--- config.mk ---
export PLATFORM = sky130hd
export DESIGN_NAME = fetch_unit_flat
export DESIGN_NICKNAME = d
export VERILOG_FILES = /design/src/rtl/fetch_unit_if.sv /design/src/rtl/fetch_unit.sv /design/src/flat_wrapper.sv
export SDC_FILE = /design/constraint.sdc
export NUM_CORES = 1
export LEC_CHECK = 0
export BUFFER_PORTS_ARGS = -buffer_cell sky130_fd_sc_hd__buf_2
export CAP_MARGIN = 10
export CORE_UTILIZATION = 40
export CTS_CLUSTER_SIZE = 24
export DETAILED_ROUTE_END_ITERATION = 7
export RECOVER_POWER = 50
export SLEW_MARGIN = 20
export SYNTH_ARGS = -nofsm -noshare
export SYNTH_HDL_FRONTEND = slang
export SYNTH_SLANG_ARGS = --single-unit
export TNS_END_PERCENT = 30
--- constraint.sdc ---
create_clock -name clk -period 6.8 [get_ports clk]
set_input_delay 0 -clock clk [delete_from_list [all_inputs] [get_ports clk]]
set_output_delay 0 -clock clk [all_outputs]
set_load 0.05 [all_outputs]
--- src/rtl/fetch_unit_if.sv ---
// fetch_unit_if: groups the fetch stage's three handshakes into one bundle.
//   imem request  : imem_req_valid/imem_req_ready/imem_req_addr
//   imem response : imem_resp_valid/imem_resp_data (no backpressure)
//   redirect      : redirect_valid/redirect_pc from execute
//   decoder side  : inst_valid/inst_ready/inst_data/inst_pc
// modport master is the fetch unit's view; modport slave is the
// surrounding memory/decoder/execute view.
interface fetch_unit_if;
  logic        imem_req_valid;
  logic        imem_req_ready;
  logic [31:0] imem_req_addr;
  logic        imem_resp_valid;
  logic [31:0] imem_resp_data;
  logic        redirect_valid;
  logic [31:0] redirect_pc;
  logic        inst_valid;
  logic        inst_ready;
  logic [31:0] inst_data;
  logic [31:0] inst_pc;

  modport master (
    output imem_req_valid, imem_req_addr, inst_valid, inst_data, inst_pc,
    input  imem_req_ready, imem_resp_valid, imem_resp_data,
           redirect_valid, redirect_pc, inst_ready
  );

  modport slave (
    input  imem_req_valid, imem_req_addr, inst_valid, inst_data, inst_pc,
    output imem_req_ready, imem_resp_valid, imem_resp_data,
           redirect_valid, redirect_pc, inst_ready
  );
endinterface

--- src/rtl/fetch_unit.sv ---
// fetch_unit: instruction fetch stage ahead of the decoder.
// Owns the PC, issues word-aligned requests to instruction memory, pairs
// in-order responses with their request PC and buffers them in a small
// FIFO for the decoder. A redirect flushes the FIFO and arranges for the
// responses still in flight to be discarded.
// Ports:
//   clk   - clock, all state updates on the rising edge
//   rst_n - synchronous active-low reset
//   bus   - fetch_unit_if.master (imem request/response, redirect, decoder)
// Parameters:
//   RESET_PC - PC after reset (word aligned)
//   DEPTH    - FIFO entries and maximum outstanding requests (power of two, >=2)
module fetch_unit #(
  parameter logic [31:0] RESET_PC = 32'h0000_0000,
  parameter int          DEPTH    = 2
) (
  input logic          clk,
  input logic          rst_n,
  fetch_unit_if.master bus
);

  localparam int AW = $clog2(DEPTH);
  localparam int CW = $clog2(DEPTH + 1);
  localparam int SW = CW + 1;

  logic [31:0]   pc;

  // Address queue: PCs of accepted requests still waiting for a response.
  logic [31:0]   aq_mem [DEPTH];
  logic [AW-1:0] aq_rd;
  logic [AW-1:0] aq_wr;

  // Instruction FIFO holding {pc, data} for the decoder.
  logic [31:0]   fq_pc   [DEPTH];
  logic [31:0]   fq_data [DEPTH];
  logic [AW-1:0] fq_rd;
  logic [AW-1:0] fq_wr;
  logic [CW-1:0] fq_count;

  logic [CW-1:0] outstanding;
  logic [CW-1:0] drop;

  logic          pop;
  logic          req_valid;
  logic          accept;
  logic          resp;
  logic          push;
  logic [SW-1:0] credit_used;

  // A request is only allowed when its response is guaranteed a FIFO slot:
  // buffered entries plus in-flight requests, less the entry leaving now,
  // must stay below DEPTH. This is what makes FIFO overflow impossible.
  assign pop         = (fq_count != '0) & bus.inst_ready;
  assign credit_used = SW'(fq_count) + SW'(outstanding) - SW'(pop);
  assign req_valid   = rst_n & ~bus.redirect_valid & (credit_used < SW'(DEPTH));
  assign accept      = req_valid & bus.imem_req_ready;
  assign resp        = bus.imem_resp_valid;

  // Responses are kept only when no stale responses remain to be skipped and
  // no redirect is flushing the FIFO in this same cycle.
  assign push        = resp & (drop == '0) & ~bus.redirect_valid;

  assign bus.imem_req_valid = req_valid;
  assign bus.imem_req_addr  = pc;
  assign bus.inst_valid     = (fq_count != '0);
  assign bus.inst_data      = fq_data[fq_rd];
  assign bus.inst_pc        = fq_pc[fq_rd];

  // Control state: PC, queue pointers and counters.
  always_ff @(posedge clk) begin
    if (!rst_n) begin
      pc          <= RESET_PC;
      aq_rd       <= '0;
      aq_wr       <= '0;
      fq_rd       <= '0;
      fq_wr       <= '0;
      fq_count    <= '0;
      outstanding <= '0;
      drop        <= '0;
    end else begin
      outstanding <= outstanding + CW'(accept) - CW'(resp);
      if (accept) aq_wr <= aq_wr + AW'(1);
      // Every response retires its address entry, dropped or not.
      if (resp)   aq_rd <= aq_rd + AW'(1);

      if (bus.redirect_valid) begin
        pc       <= bus.redirect_pc & ~32'd3;
        fq_rd    <= '0;
        fq_wr    <= '0;
        fq_count <= '0;
        // No request is accepted during a redirect, so everything still in
        // flight after this cycle's response must be thrown away.
        drop     <= outstanding - CW'(resp);
      end else begin
        if (accept) pc <= pc + 32'd4;
        if (resp && (drop != '0)) drop <= drop - CW'(1);
        if (push) fq_wr <= fq_wr + AW'(1);
        if (pop)  fq_rd <= fq_rd + AW'(1);
        fq_count <= fq_count + CW'(push) - CW'(pop);
      end
    end
  end

  // Storage arrays need no reset; the pointers define what is valid.
  always_ff @(posedge clk) begin
    if (rst_n && accept) begin
      aq_mem[aq_wr] <= pc;
    end
    if (rst_n && push) begin
      fq_pc[fq_wr]   <= aq_mem[aq_rd];
      fq_data[fq_wr] <= bus.imem_resp_data;
    end
  end

  fifo_no_overflow: assert property (
    @(posedge clk) disable iff (!rst_n)
      !(push && !pop && (fq_count == CW'(DEPTH)))
  );

endmodule

--- src/flat_wrapper.sv ---
// flat-port wrapper written by rule: the top's interface ports become plain ports
module fetch_unit_flat 
#(
  parameter logic [31:0] RESET_PC = 32'h0000_0000,
  parameter int          DEPTH    = 2
)
  (clk, rst_n, bus_imem_req_valid, bus_imem_req_addr, bus_inst_valid, bus_inst_data, bus_inst_pc, bus_imem_req_ready, bus_imem_resp_valid, bus_imem_resp_data, bus_redirect_valid, bus_redirect_pc, bus_inst_ready);
  fetch_unit_if bus_i ();
  input logic clk;
  input logic rst_n;
  output wire logic [$bits(bus_i.imem_req_valid)-1:0] bus_imem_req_valid;
  output wire logic [$bits(bus_i.imem_req_addr)-1:0] bus_imem_req_addr;
  output wire logic [$bits(bus_i.inst_valid)-1:0] bus_inst_valid;
  output wire logic [$bits(bus_i.inst_data)-1:0] bus_inst_data;
  output wire logic [$bits(bus_i.inst_pc)-1:0] bus_inst_pc;
  input wire logic [$bits(bus_i.imem_req_ready)-1:0] bus_imem_req_ready;
  input wire logic [$bits(bus_i.imem_resp_valid)-1:0] bus_imem_resp_valid;
  input wire logic [$bits(bus_i.imem_resp_data)-1:0] bus_imem_resp_data;
  input wire logic [$bits(bus_i.redirect_valid)-1:0] bus_redirect_valid;
  input wire logic [$bits(bus_i.redirect_pc)-1:0] bus_redirect_pc;
  input wire logic [$bits(bus_i.inst_ready)-1:0] bus_inst_ready;
  assign bus_imem_req_valid = bus_i.imem_req_valid;
  assign bus_imem_req_addr = bus_i.imem_req_addr;
  assign bus_inst_valid = bus_i.inst_valid;
  assign bus_inst_data = bus_i.inst_data;
  assign bus_inst_pc = bus_i.inst_pc;
  assign bus_i.imem_req_ready = bus_imem_req_ready;
  assign bus_i.imem_resp_valid = bus_imem_resp_valid;
  assign bus_i.imem_resp_data = bus_imem_resp_data;
  assign bus_i.redirect_valid = bus_redirect_valid;
  assign bus_i.redirect_pc = bus_redirect_pc;
  assign bus_i.inst_ready = bus_inst_ready;
  fetch_unit #(.RESET_PC(RESET_PC), .DEPTH(DEPTH)) u_core (.clk(clk), .rst_n(rst_n), .bus(bus_i));
endmodule
-- Yosys cells after proc, flatten, opt, wreduce, memory -nomap -nowiden
Memory sizes are Yosys's and may differ from the RTL's. A register that Yosys moved wholly into a read port is not among the register bits.
Cells that the tools add are included.
Widths: inputs -> output; s select.
- $add $sub $neg: 13
- magnitude comparators: 1
- muxes and demuxes: 14
- bitwise gates (word level): 8
- reductions and logical operators: 9
- operators by type and width (cell ; number):
    $mux 32 ; 2
    $add 32x3->32 const B ; 1
    $mux 1 ; 10
    $reduce_bool 2->1 ; 4
    $and 1x1->1 ; 6
    $sub 2x1->2 ; 3
    $add 1x1->1 const B ; 4
    $add 2x1->2 ; 2
    $mux 2 ; 2
    $add 2x2->3 ; 1
    $logic_and 1x1->1 ; 3
    $lt 3x2->1 const B ; 1
    $sub 3x1->3 ; 1
    $logic_not 2->1 ; 1
    $not 1->1 ; 2
    $reduce_or 2->1 ; 1
    $sub 2x1->2 const B ; 1
- register bits: 42
- bits in writable memories: 192
- input bits: 70
- output and inout port bits: 98
- word-level logic and storage cells: 57
- memories kept: 3
- memories (name ; words ; width ; read ports ; clocked after memory_dff ; wr ports ; line ; RTL):
    u_core.aq_mem ; 2 ; 32 ; 1 ; 1 ; 1 ; fetch_unit.sv:29 ; logic [31:0] aq_mem [DEPTH];
    u_core.fq_data ; 2 ; 32 ; 1 ; 1 ; 1 ; fetch_unit.sv:35 ; logic [31:0] fq_data [DEPTH];
    u_core.fq_pc ; 2 ; 32 ; 1 ; 1 ; 1 ; fetch_unit.sv:34 ; logic [31:0] fq_pc [DEPTH];

-- Longest topological paths before layout
- depth after elaboration: 9
- mapped depth: 14
- gate-level depth less buffers: 13

-- Least setup slack after synthesis
No wires, ideal clock.
- path kind: input-to-reg
- from: in bus_redirect_valid
- to: mem u_core.fq_data[0][0] (enable)
- library setup time: 0.558 ns
- arrival time: 4.941 ns
- required time: 6.242 ns
- setup slack: 1.301 ns
- cell stages on the path: 5
- buffers on the path: 2
- cells stage by stage: buf_2 > inv_1 > clkbuf_1 > nand2_1 > nor3_1
- word-level cells in the longest chain between the ends: 5
- ends and longest elaborated chain (item ; line ; RTL):
    start, declared ; flat_wrapper.sv:19 ; input wire logic [$bits(bus_i.redirect_valid)-1:0] bus_redirect_valid;
    $not 1->1 ; fetch_unit.sv:61 ; assign push = resp & (drop == '0) & ~bus.redirect_valid;
    $and 1x1->1 ; fetch_unit.sv:61 ;
    $logic_and 1x1->1 ; fetch_unit.sv:109 ; if (rst_n && push) begin
    $mux 1 ; fetch_unit.sv:109 ;
    $mux 1 (implied by the code) ; fetch_unit.sv:111 ; fq_data[fq_wr] <= bus.imem_resp_data;
    end, declared ; fetch_unit.sv:35 ;
Every way passes these cells.

-- Worst setup path in the final report
- from: reg u_core.fq_count[1]
- to: mem u_core.aq_mem[1][21] (enable)
- word-level cells in the longest chain between the ends: 9
- ends and longest elaborated chain (item ; line ; RTL):
    start, declared ; fetch_unit.sv:38 ; logic [CW-1:0] fq_count;
    start signal, assigned ; fetch_unit.sv:99 ; fq_count <= fq_count + CW'(push) - CW'(pop);
    $reduce_bool 2->1 ; fetch_unit.sv:53 ; assign pop = (fq_count != '0) & bus.inst_ready;
    $and 1x1->1 ; fetch_unit.sv:53 ;
    named net u_core.pop ; fetch_unit.sv:43 ; logic pop;
    $sub 3x1->3 ; fetch_unit.sv:54 ; assign credit_used = SW'(fq_count) + SW'(outstanding) - SW'(pop);
    $lt 3x2->1 ; fetch_unit.sv:55 ; assign req_valid = rst_n & ~bus.redirect_valid & (credit_used < SW'(DEPTH));
    $and 1x1->1 ; fetch_unit.sv:55 ;
    $and 1x1->1 ; fetch_unit.sv:56 ; assign accept = req_valid & bus.imem_req_ready;
    $logic_and 1x1->1 ; fetch_unit.sv:106 ; if (rst_n && accept) begin
    $mux 1 ; fetch_unit.sv:106 ;
    $mux 1 (implied by the code) ; fetch_unit.sv:107 ; aq_mem[aq_wr] <= pc;
    end, declared ; fetch_unit.sv:29 ;
The timed path passes the listed nets, and every way through them passes these cells.

==> flow_summary.json <==
{
  "drive_gt1_share_pct": 28.65,
  "num_io_pins": 168,
  "initial_core_util_pct": 41.16,
  "p_total_mw": 3.220,
  "numCtsBuffers": 25,
  "finalCritPeriodShare_pct": 57.27,
  "met3_usage_pct": 3.242,
  "cts_tree": "done",
  "critPathKind": "flip-flop to flip-flop",
  "p_leak_nw": 4.066,
  "post_synth_instance_area_sq_mm": 0.009037,
  "synthMuxAreaShare_pct": 12.20,
  "antenna_found_initial": 0,
  "r2r_cells": 13,
  "overflow": 0,
  "clock-sinks": 226,
  "diodes": 0,
  "fp-row-count": 54,
  "synth_top_family_by_area": "multiplexers",
  "violations": "DRC, capacitance limit, slew limit",
  "rsz0062_at_grt": "false",
  "layout_common_cells": "184 x edfxtp_1, 111 x buf_2, 79 x mux2_2, 76 x dlygate4sd3_1, 58 x clkbuf_1",
  "synth_xor_area_share_pct": 2.810,
  "status": "finished, violations left",
  "drt-initial-drc-count": 291,
  "maxSlewHeadroom_pct": -94.87,
  "grt_pass1_vias": 5914,
  "synth_cells": 590,
  "startpoint": "u_core.fq_count[1]",
  "grt_first_pass_wirelength_microns": 31340,
  "via_per_inst": 5.021,
  "dp_hpwl_microns": 12330,
  "grtUsageMet2_pct": 29.69,
  "drt_first_pass_iters": 7,
  "dp.cells": 1014,
  "core_area_sq_mm": 0.02196,
  "powerDensity_mw_per_mm2": 277.0,
  "yosys.area_share.simple_pct": 7.601,
  "fin_cells": 1135,
  "start_kind": "flip-flop",
  "fillers": 1886,
  "syn_avg_cell_area_sq_um": 15.32,
  "grt_max_degree": 63,
  "post_drt_wl_per_cell_microns": 17.36,
  "end_kind": "flip-flop",
  "tns_ns": 0,
  "die_area_sq_mm": 0.02320,
  "yosysSeqAreaShare_pct": 70.44,
  "die_h_microns": 152.3,
  "vias": 5699,
  "clockRootBuffer": "clkbuf_16",
  "gp_congestion": 0.8554,
  "busiest_layer": "met2",
  "clock_skew_ns": 0.01044,
  "synth_compound_area_share_pct": 3.710,
  "ys_seq_elements": 226,
  "reg2reg_slack_ns": 2.91,
  "cp.arrival_ns": 4.08,
  "slew_violations": 80,
  "clkTransAtPathRegs_ns": 0.06,
  "fmax_ghz": 0.2568,
  "drtAntennaViolNets": 0,
  "grt.met1_usage_pct": 22.21,
  "tightest_slew_ns": 2.923,
  "clk_path_buf_depth": 3,
  "cts_resized": 0,
  "regToRegEndpoint": "u_core.aq_mem[1][21]",
  "layout_commonest_cell": "edfxtp_1",
  "synth_cell_type_count": 49,
  "yosys_warnings": 0,
  "portBuffers": 161,
  "ir_worst_vdd_uv": 140.7,
  "setup_viol": 0,
  "fin_nets": 915,
  "timing.rr.start": "u_core.fq_count[1]",
  "grt_usage_pct": 17.18,
  "clkLatencyLatePin_ns": 0.51,
  "wirelength_microns": 19700,
  "drc": 19,
  "hp-class": "input port to flip-flop",
  "required_ns": 6.99,
  "fin_hold_ws_ns": 0.007690,
  "min_period_ns": 3.895,
  "endpoint": "u_core.aq_mem[1][21]",
  "syn_to_final_growth_pct": 28.65,
  "synthAdderAreaFrac_pct": 1.191,
  "path_max_fanout": 22,
  "htree_levels": 1,
  "cap_violations": 2,
  "final_hold_viol_count": 0,
  "die_w_microns": 152.3
}
[kinds of logic (layout without fill, tap and decap cells)]
family,after synthesis,after routing
DFF,226,226
and+or+nand+nor,129,129
muxes,98,98
AOI/OAI and AO/OA,56,56
buffers and inverters,43,305
xor gates and xnor gates,29,29
adders and majority gates,8,8
other,1,4
[metal layers]
metal  vias to the layer above  routed length, microns
met1                      2773                    8432
met5                         -                       0
li1                       2714                       -
met3                        27                    1292
met4                         0                     408
met2                       185                    9565
[power breakdown]
group	total, mW	switching [mW]	leakage [nW]	internal, mW
Combinational	0.361	0.236	1.66	0.125
Sequential	1.59	0.0352	2.02	1.55
Clock	1.27	0.514	0.384	0.756
[worst max-delay path: stages (launching register included)]
cell	delay [ns]
dfxtp_1	0.33
inv_1	0.08
nand2_1	0.07
and2_0	0.19
ha_1	0.30
inv_1	0.08
nand2_1	0.07
fa_1	0.55
nand4b_1	0.14
nand2b_1	0.19
buf_4	0.23
inv_2	0.26
and2_1	0.68
buf_4	0.39
[worst min path at each step]
stage	start	endpoint	slack [ns]	cells after the start
6_report	bus_imem_req_ready	u_core.bus.imem_req_addr[3]	0.008	5
5_1_grt	bus_redirect_valid	u_core.bus.imem_req_addr[18]	0.04	3
4_1_cts	bus_imem_req_ready	u_core.bus.imem_req_addr[3]	0.0002	5
3_5_place_dp	bus_imem_resp_data[4]	u_core.fq_data[0][4]	0.19	1
3_3_place_gp	bus_imem_resp_data[4]	u_core.fq_data[0][4]	0.19	1
2_1_floorplan	bus_imem_resp_data[0]	u_core.fq_data[0][0]	0.1	0
[per-stage QoR]
step | setup WS [ns] | area [sq um] | util [%]
2_1_floorplan | 1.301 | 9049 | -
3_3_place_gp | 3.076 | 10160 | 46.26
3_5_place_dp | 2.930 | 10160 | 46.26
4_1_cts | 2.908 | 11710 | 53.30
5_1_grt | 2.615 | 11630 | 52.95
6_report | 2.905 | 11630 | 52.95
[registers in the layout, indices dropped and copies added, names as in the netlist, named ones only]
name,count
u_core.aq_rd,1
u_core.fq_rd,1
u_core.fq_data,64
u_core.bus.imem_req_addr,30
u_core.drop,2
u_core.fq_count,2
u_core.outstanding,2
u_core.fq_pc,60
u_core.aq_mem,60
u_core.fq_wr,1
u_core.aq_wr,1
[synth_stat cells (all sizes together)]
cell | number | area, sq um
edfxtp | 184 | 5525
mux2 | 97 | 1092
dfxtp | 42 | 840.8
nand2 | 37 | 138.9
nor2 | 27 | 101.4
a21oi | 18 | 90.09
clkbuf | 18 | 68.81
xnor2 | 18 | 157.7
nand3 | 15 | 80.08
inv | 14 | 52.55
and2 | 11 | 68.82
o21ai | 11 | 55.05
xor2 | 11 | 96.34
buf | 10 | 56.30
nand4 | 9 | 56.30
a31oi | 7 | 43.79
ha | 7 | 87.58
nor4 | 7 | 71.31
a211oi | 6 | 45.04
nor3 | 6 | 40.04
o22ai | 6 | 37.54
and3 | 4 | 25.02
and4 | 4 | 36.29
or4 | 3 | 26.27
nand2b | 2 | 12.51
o211ai | 2 | 15.01
or3 | 2 | 12.51
a22oi | 1 | 7.510
a2bb2oi | 1 | 8.760
a311oi | 1 | 8.760
clkinv | 1 | 3.750
conb | 1 | 3.750
fa | 1 | 20.02
mux2i | 1 | 10.01
nand4b | 1 | 8.760
nor4b | 1 | 8.760
o21a | 1 | 7.510
o31a | 1 | 8.760
o31ai | 1 | 7.510
[cell type report]
cell class              count  area, sq um  share of cell area (%)
well taps                 280        350.3                   3.013
flip-flops and latches    226         6367                   54.77
multi-input cells         324         2514                   21.62
inverters                  15        56.30                  0.4843
clock inverters            11        86.33                  0.7426
repair buffers            245         1553                   13.36
clock buffers              34        699.4                   6.016
[timing repair]
action | 4_1_cts | 5_1_grt
hold endpoints to repair | 102 | 0
hold buffers | 76 | 0
setup buffers | 0 | 0
No activity file was read; power rests on OpenSTA's default activity.
